[src/rtl/isram_loader.sv]
// Streams IN_W-bit words into WORDS_PER_ROW-word rows and writes each
// completed row to the I-SRAM at consecutive addresses 0..last_row.
`timescale 1ns/1ps
module isram_loader #(
  parameter int IN_W          = 16,
  parameter int WORDS_PER_ROW = 15,
  parameter int ROW_W         = 240,
  parameter int ADDR_W        = 8
) (
  input  logic              clock,
  input  logic              reset,
  input  logic              start,
  input  logic [ADDR_W-1:0] last_row,
  input  logic              in_valid,
  input  logic [IN_W-1:0]   in_data,
  output logic              in_ready,
  output logic              iMem_WEPin,
  output logic [ADDR_W-1:0] iMem_WEAddress,
  output logic [ROW_W-1:0]  idataWrite,
  output logic              busy,
  output logic              done
);

  localparam int CNT_W = (WORDS_PER_ROW > 1) ? $clog2(WORDS_PER_ROW) : 1;
  localparam logic [CNT_W-1:0] LAST_WORD = CNT_W'(WORDS_PER_ROW - 1);

  typedef enum logic [1:0] {IDLE, FILL, WRITE, DONE} state_t;

  state_t              state, state_next;
  logic [CNT_W-1:0]    word_cnt;
  logic [ADDR_W-1:0]   row_addr;
  logic [ADDR_W-1:0]   last_row_q;
  logic [ROW_W-1:0]    row_reg;
  logic [ROW_W-1:0]    row_next;
  logic                accept;
  logic                row_full;

  assign in_ready   = (state == FILL);
  assign iMem_WEPin = (state == WRITE);
  assign busy       = (state != IDLE);
  assign done       = (state == DONE);

  assign accept   = in_valid && in_ready;
  assign row_full = accept && (word_cnt == LAST_WORD);

  always_comb begin
    row_next = row_reg;
    for (int unsigned k = 0; k < WORDS_PER_ROW; k++) begin
      if (word_cnt == CNT_W'(k)) row_next[k*IN_W +: IN_W] = in_data;
    end
  end

  always_comb begin
    state_next = state;
    case (state)
      IDLE:    if (start) state_next = FILL;
      FILL:    if (row_full) state_next = WRITE;
      WRITE:   state_next = (row_addr == last_row_q) ? DONE : FILL;
      DONE:    state_next = IDLE;
      default: state_next = IDLE;
    endcase
  end

  always_ff @(posedge clock) begin
    if (reset) state <= IDLE;
    else       state <= state_next;
  end

  // Write address/data are staged on the final accept so they are valid
  // throughout WRITE and simply hold afterwards.
  always_ff @(posedge clock) begin
    if (reset) begin
      word_cnt       <= '0;
      row_addr       <= '0;
      last_row_q     <= '0;
      row_reg        <= '0;
      iMem_WEAddress <= '0;
      idataWrite     <= '0;
    end else begin
      case (state)
        IDLE: begin
          if (start) begin
            row_addr   <= '0;
            word_cnt   <= '0;
            last_row_q <= last_row;
          end
        end
        FILL: begin
          if (accept) begin
            row_reg <= row_next;
            if (row_full) begin
              word_cnt       <= '0;
              iMem_WEAddress <= row_addr;
              idataWrite     <= row_next;
            end else begin
              word_cnt <= word_cnt + 1'b1;
            end
          end
        end
        WRITE: begin
          if (row_addr != last_row_q) row_addr <= row_addr + 1'b1;
        end
        default: ;
      endcase
    end
  end

endmodule

[config.mk]
export PLATFORM = sky130hd
export DESIGN_NAME = isram_loader
export DESIGN_NICKNAME = d
export VERILOG_FILES = /design/src/rtl/isram_loader.sv
export SDC_FILE = /design/constraint.sdc
export NUM_CORES = 1
export LEC_CHECK = 0
export BUFFER_PORTS_ARGS = -buffer_cell sky130_fd_sc_hd__buf_2
export CORE_AREA = 8 8 195 197
export DETAILED_ROUTE_END_ITERATION = 8
export DIE_AREA = 0 0 203 205
export PLACE_DENSITY_LB_ADDON = 0.3
export SETUP_SLACK_MARGIN = 0.05
export SYNTH_ARGS = -nofsm -noshare
export SYNTH_HDL_FRONTEND = slang
export SYNTH_SLANG_ARGS = --single-unit
[constraint.sdc]
create_clock -name clock -period 2.1 [get_ports clock]
set_input_delay 0 -clock clock [delete_from_list [all_inputs] [get_ports clock]]
set_output_delay 0 -clock clock [all_outputs]
set_load 0.01 [all_outputs]
==> reports/summary.txt <==
Status - completed
Post-CTS Setup Inserts - 0
PortBufs - 279
Vias in the first global route - 16,300
Total vias in the final route - 17,200
R2R cell count - 6
Met2 usage - 0.430
First-pass GRT wire length - 89,200 um
Most frequent cells after synthesis - nand2_1, dfxtp_1, a21oi_1
RSZ-0062 raised after global routing - yes
Gate power share - 0.034
CP max stage delay - 0.39 ns
Worst IR Drop VDD - 0.000600 V
Worst hold stages - 5
Core footprint - 0.0350 mm2
EDFF count, synth - 0
Synth area leaders - dfxtp_1, nand2_1, a21oi_1
Synth warnings - 0
GRT Overall Usage - 0.265
Slowest CP cell - dfxtp_1
Initial cell density of the core - 0.532
Final Max Tran Viols - 0
Layout Nets - 2,532
Worst R2R Setup Slack - 0.12 ns
Leakage - 0.00829 uW
H-Tree Depth - 2
Detailed Routing Iterations Pass 1 - 5
Fillers - 2,993
Max FFs per register - 240
Synthesized area per cell - 8.04 um2
CTS sink count - 494
Worst Setup SP - state[0]$_SDFFE_PP0P_
R2r startpoint - state[0]$_SDFFE_PP0P_
Largest net degree at the start of global routing - 121
Sw power - 4130 uW
Flop pwr share - 0.507
Fin. Hold Viols - 0
Slew headroom - 0.251
Area Overhead vs Synth - 18.7%
Routed len/inst - 19.2 um
Synth top area share - 0.532
Worst EP arrival - 2.41 ns
Initial antenna violation count - 1
Multi-input logic area - 0.00772 mm2
Row count - 69
Layout cell share with drive strength beyond 1 - 0.174
Cell-internal power - 14,500 uW
Largest delay share family, worst path - simple AND/OR/NAND/NOR gates
Hold crit path type - in -> reg
Register bit total from synthesis - 494
Via/cell ratio - 5.73
DP Worst Slack - 0.109 ns
Net Sw Frac - 0.222
Worst Slack Setup Final - 0.120 ns
Clock Tree Buf Depth - 3
Busiest grt layer - met2
Max-Cap Viols - 0
Synthesized net count - 2,346
Synth cell types - 38
CP Depth - 6
Syn Inst Count - 2,313
Worst-margin pin slew - 1.12 ns
Period utilisation layout - 0.943
CTS buffer count - 48
CTS tree - yes
M3 GR Usage - 0.0610
Clock power frac - 0.459
Worst R2R End - idataWrite[41]$_SDFFE_PP0P_
Type of origin of the critical path - flop
GP Congestion - 0.885
Clock Skews - 0.0135 ns
Pwr dens - 843 mW/mm2
DRC violations left - 0
Seq. cell area - 0.00990 mm2
Critical path type - reg -> reg
Grt total ovfl - 0
Final WL - 57,400 um
Worst-path fanout max - 79
Die width - 203 um
Final setup TNS - 0 ns
Post-route ant nets - 0
Critical-path cell list - nor2b_1, buf_4, nand4_1, buf_12, nand2_1, a21oi_1
Critical path required time - 2.53 ns
Vert. Die Dim - 205 um
Asr flop ratio synth - 0
Drt initial violations - 1,369
Synth Flop Type - dfxtp_1
Setup violators final - 0
CP Buf/Inv Count - 2
IO Count - 280
M1 GR Usage - 0.338
Clk_lat worst skew - 0.59 ns
Largest area contributor in the netlist - dfxtp_1
Worst Min Path Start - in_valid
CTS root buf - clkbuf_16
Fin crit period - 1.98 ns
Crit end category - flop
Sequential share of the synthesized area - 0.532
Hold Path Sink - row_reg[206]$_SDFFE_PP0P_
Synth Cell Area - 0.0186 mm2
Die ar. - 0.0416 mm2
Most instantiated library cell after synthesis - nand2_1
Dpl hpwl - 34,700 um
Worst-path clk slew - 0.06 ns
Fmax achieved - 505 MHz
[metrics by stage]
step,hold slack (ns),cells,util,total power (uW),cell area [um2]
finish,0.0419,2996,0.631,18600,22100
global route,0.0587,2996,0.631,19100,22100
CTS,0.0132,2994,0.629,18700,22000
detailed placement,0.248,2883,0.577,10200,20200
global placement,0.238,2883,0.577,10200,20200
floorplan,0.147,2313,-,9980,18600
[cells in the final DEF (no fill, tap or decap), types with 15 or more instances in the layout]
cell | netlist | layout
a211oi_1 | 31 | 31
dfxtp_1 | 494 | 492
nand2_1 | 705 | 702
a21oi_1 | 426 | 426
buf_4 | 2 | 48
clkbuf_8 | 0 | 15
nor2_1 | 87 | 87
nand4_1 | 172 | 172
dlygate4sd3_1 | 0 | 26
buf_2 | 46 | 278
nand3_1 | 39 | 36
a311oi_1 | 22 | 22
mux2i_1 | 42 | 42
clkbuf_16 | 0 | 50
[timing repair]
item                                    in CTS  in global routing
endpoints found under the setup margin       0                157
hold buffers                                26                  0
endpoints found under the hold margin      245                  0
gates resized for setup                      0                 12
[routing by layer]
layer / wire length (um) / part of all wire / vias to the layer above
met5: 0 / 0 / -
met4: 1890 / 0.033 / 0
met3: 5210 / 0.091 / 124
met2: 26600 / 0.46 / 739
met1: 23700 / 0.41 / 8101
li1: - / - / 8194
[cells by family (layout without fill, tap and decap cells)]
logic type / count (synthesis) / after routing / synth area share
flops: 494 / 494 / 0.532
other cells: 0 / 1 / 0
simple gates: 1035 / 1035 / 0.239
buf+inv: 234 / 455 / 0.0548
mux: 42 / 42 / 0.0226
fa+ha+maj: 5 / 5 / 0.00337
compound gates: 492 / 492 / 0.143
xor+xnor: 11 / 11 / 0.00518
[worst reg2reg max path, cell delays in order, from the launching register on]
cell and delay (ns):
dfxtp_1 0.39, nor2b_1 0.29, buf_4 0.18, nand4_1 0.34, buf_12 0.33, nand2_1 0.23, a21oi_1 0.08
[layout make-up]
cell class | instances | area share
tap | 461 | 0.0261
clock buffer | 71 | 0.0661
inverter | 4 | 0.000680
antenna | 1 | 0.000113
sequential | 494 | 0.448
clock inverter | 14 | 0.00470
multi-input combinational | 1585 | 0.350
timing repair buffer | 366 | 0.104
[power by group through the flow]
stage / combinational, uW / sequential [uW] / clock [uW]
2_1_floorplan: 346 / 9630 / 0
3_5_place_dp: 583 / 9630 / 0
5_1_grt: 674 / 9420 / 8990
6_report: 637 / 9430 / 8540
3_3_place_gp: 575 / 9630 / 0
4_1_cts: 621 / 9420 / 8660
[how the worst max path moves through the flow]
| stage | endpoint |
|---|---|
| after floorplan | row_reg[166]$_SDFFE_PP0P_ |
| after global placement | idataWrite[114]$_SDFFE_PP0P_ |
| after detailed placement | row_reg[134]$_SDFFE_PP0P_ |
| after CTS | row_reg[57]$_SDFFE_PP0P_ |
| after global routing | row_reg[73]$_SDFFE_PP0P_ |
| final | idataWrite[41]$_SDFFE_PP0P_ |
(Power assumes the default switching activity.)
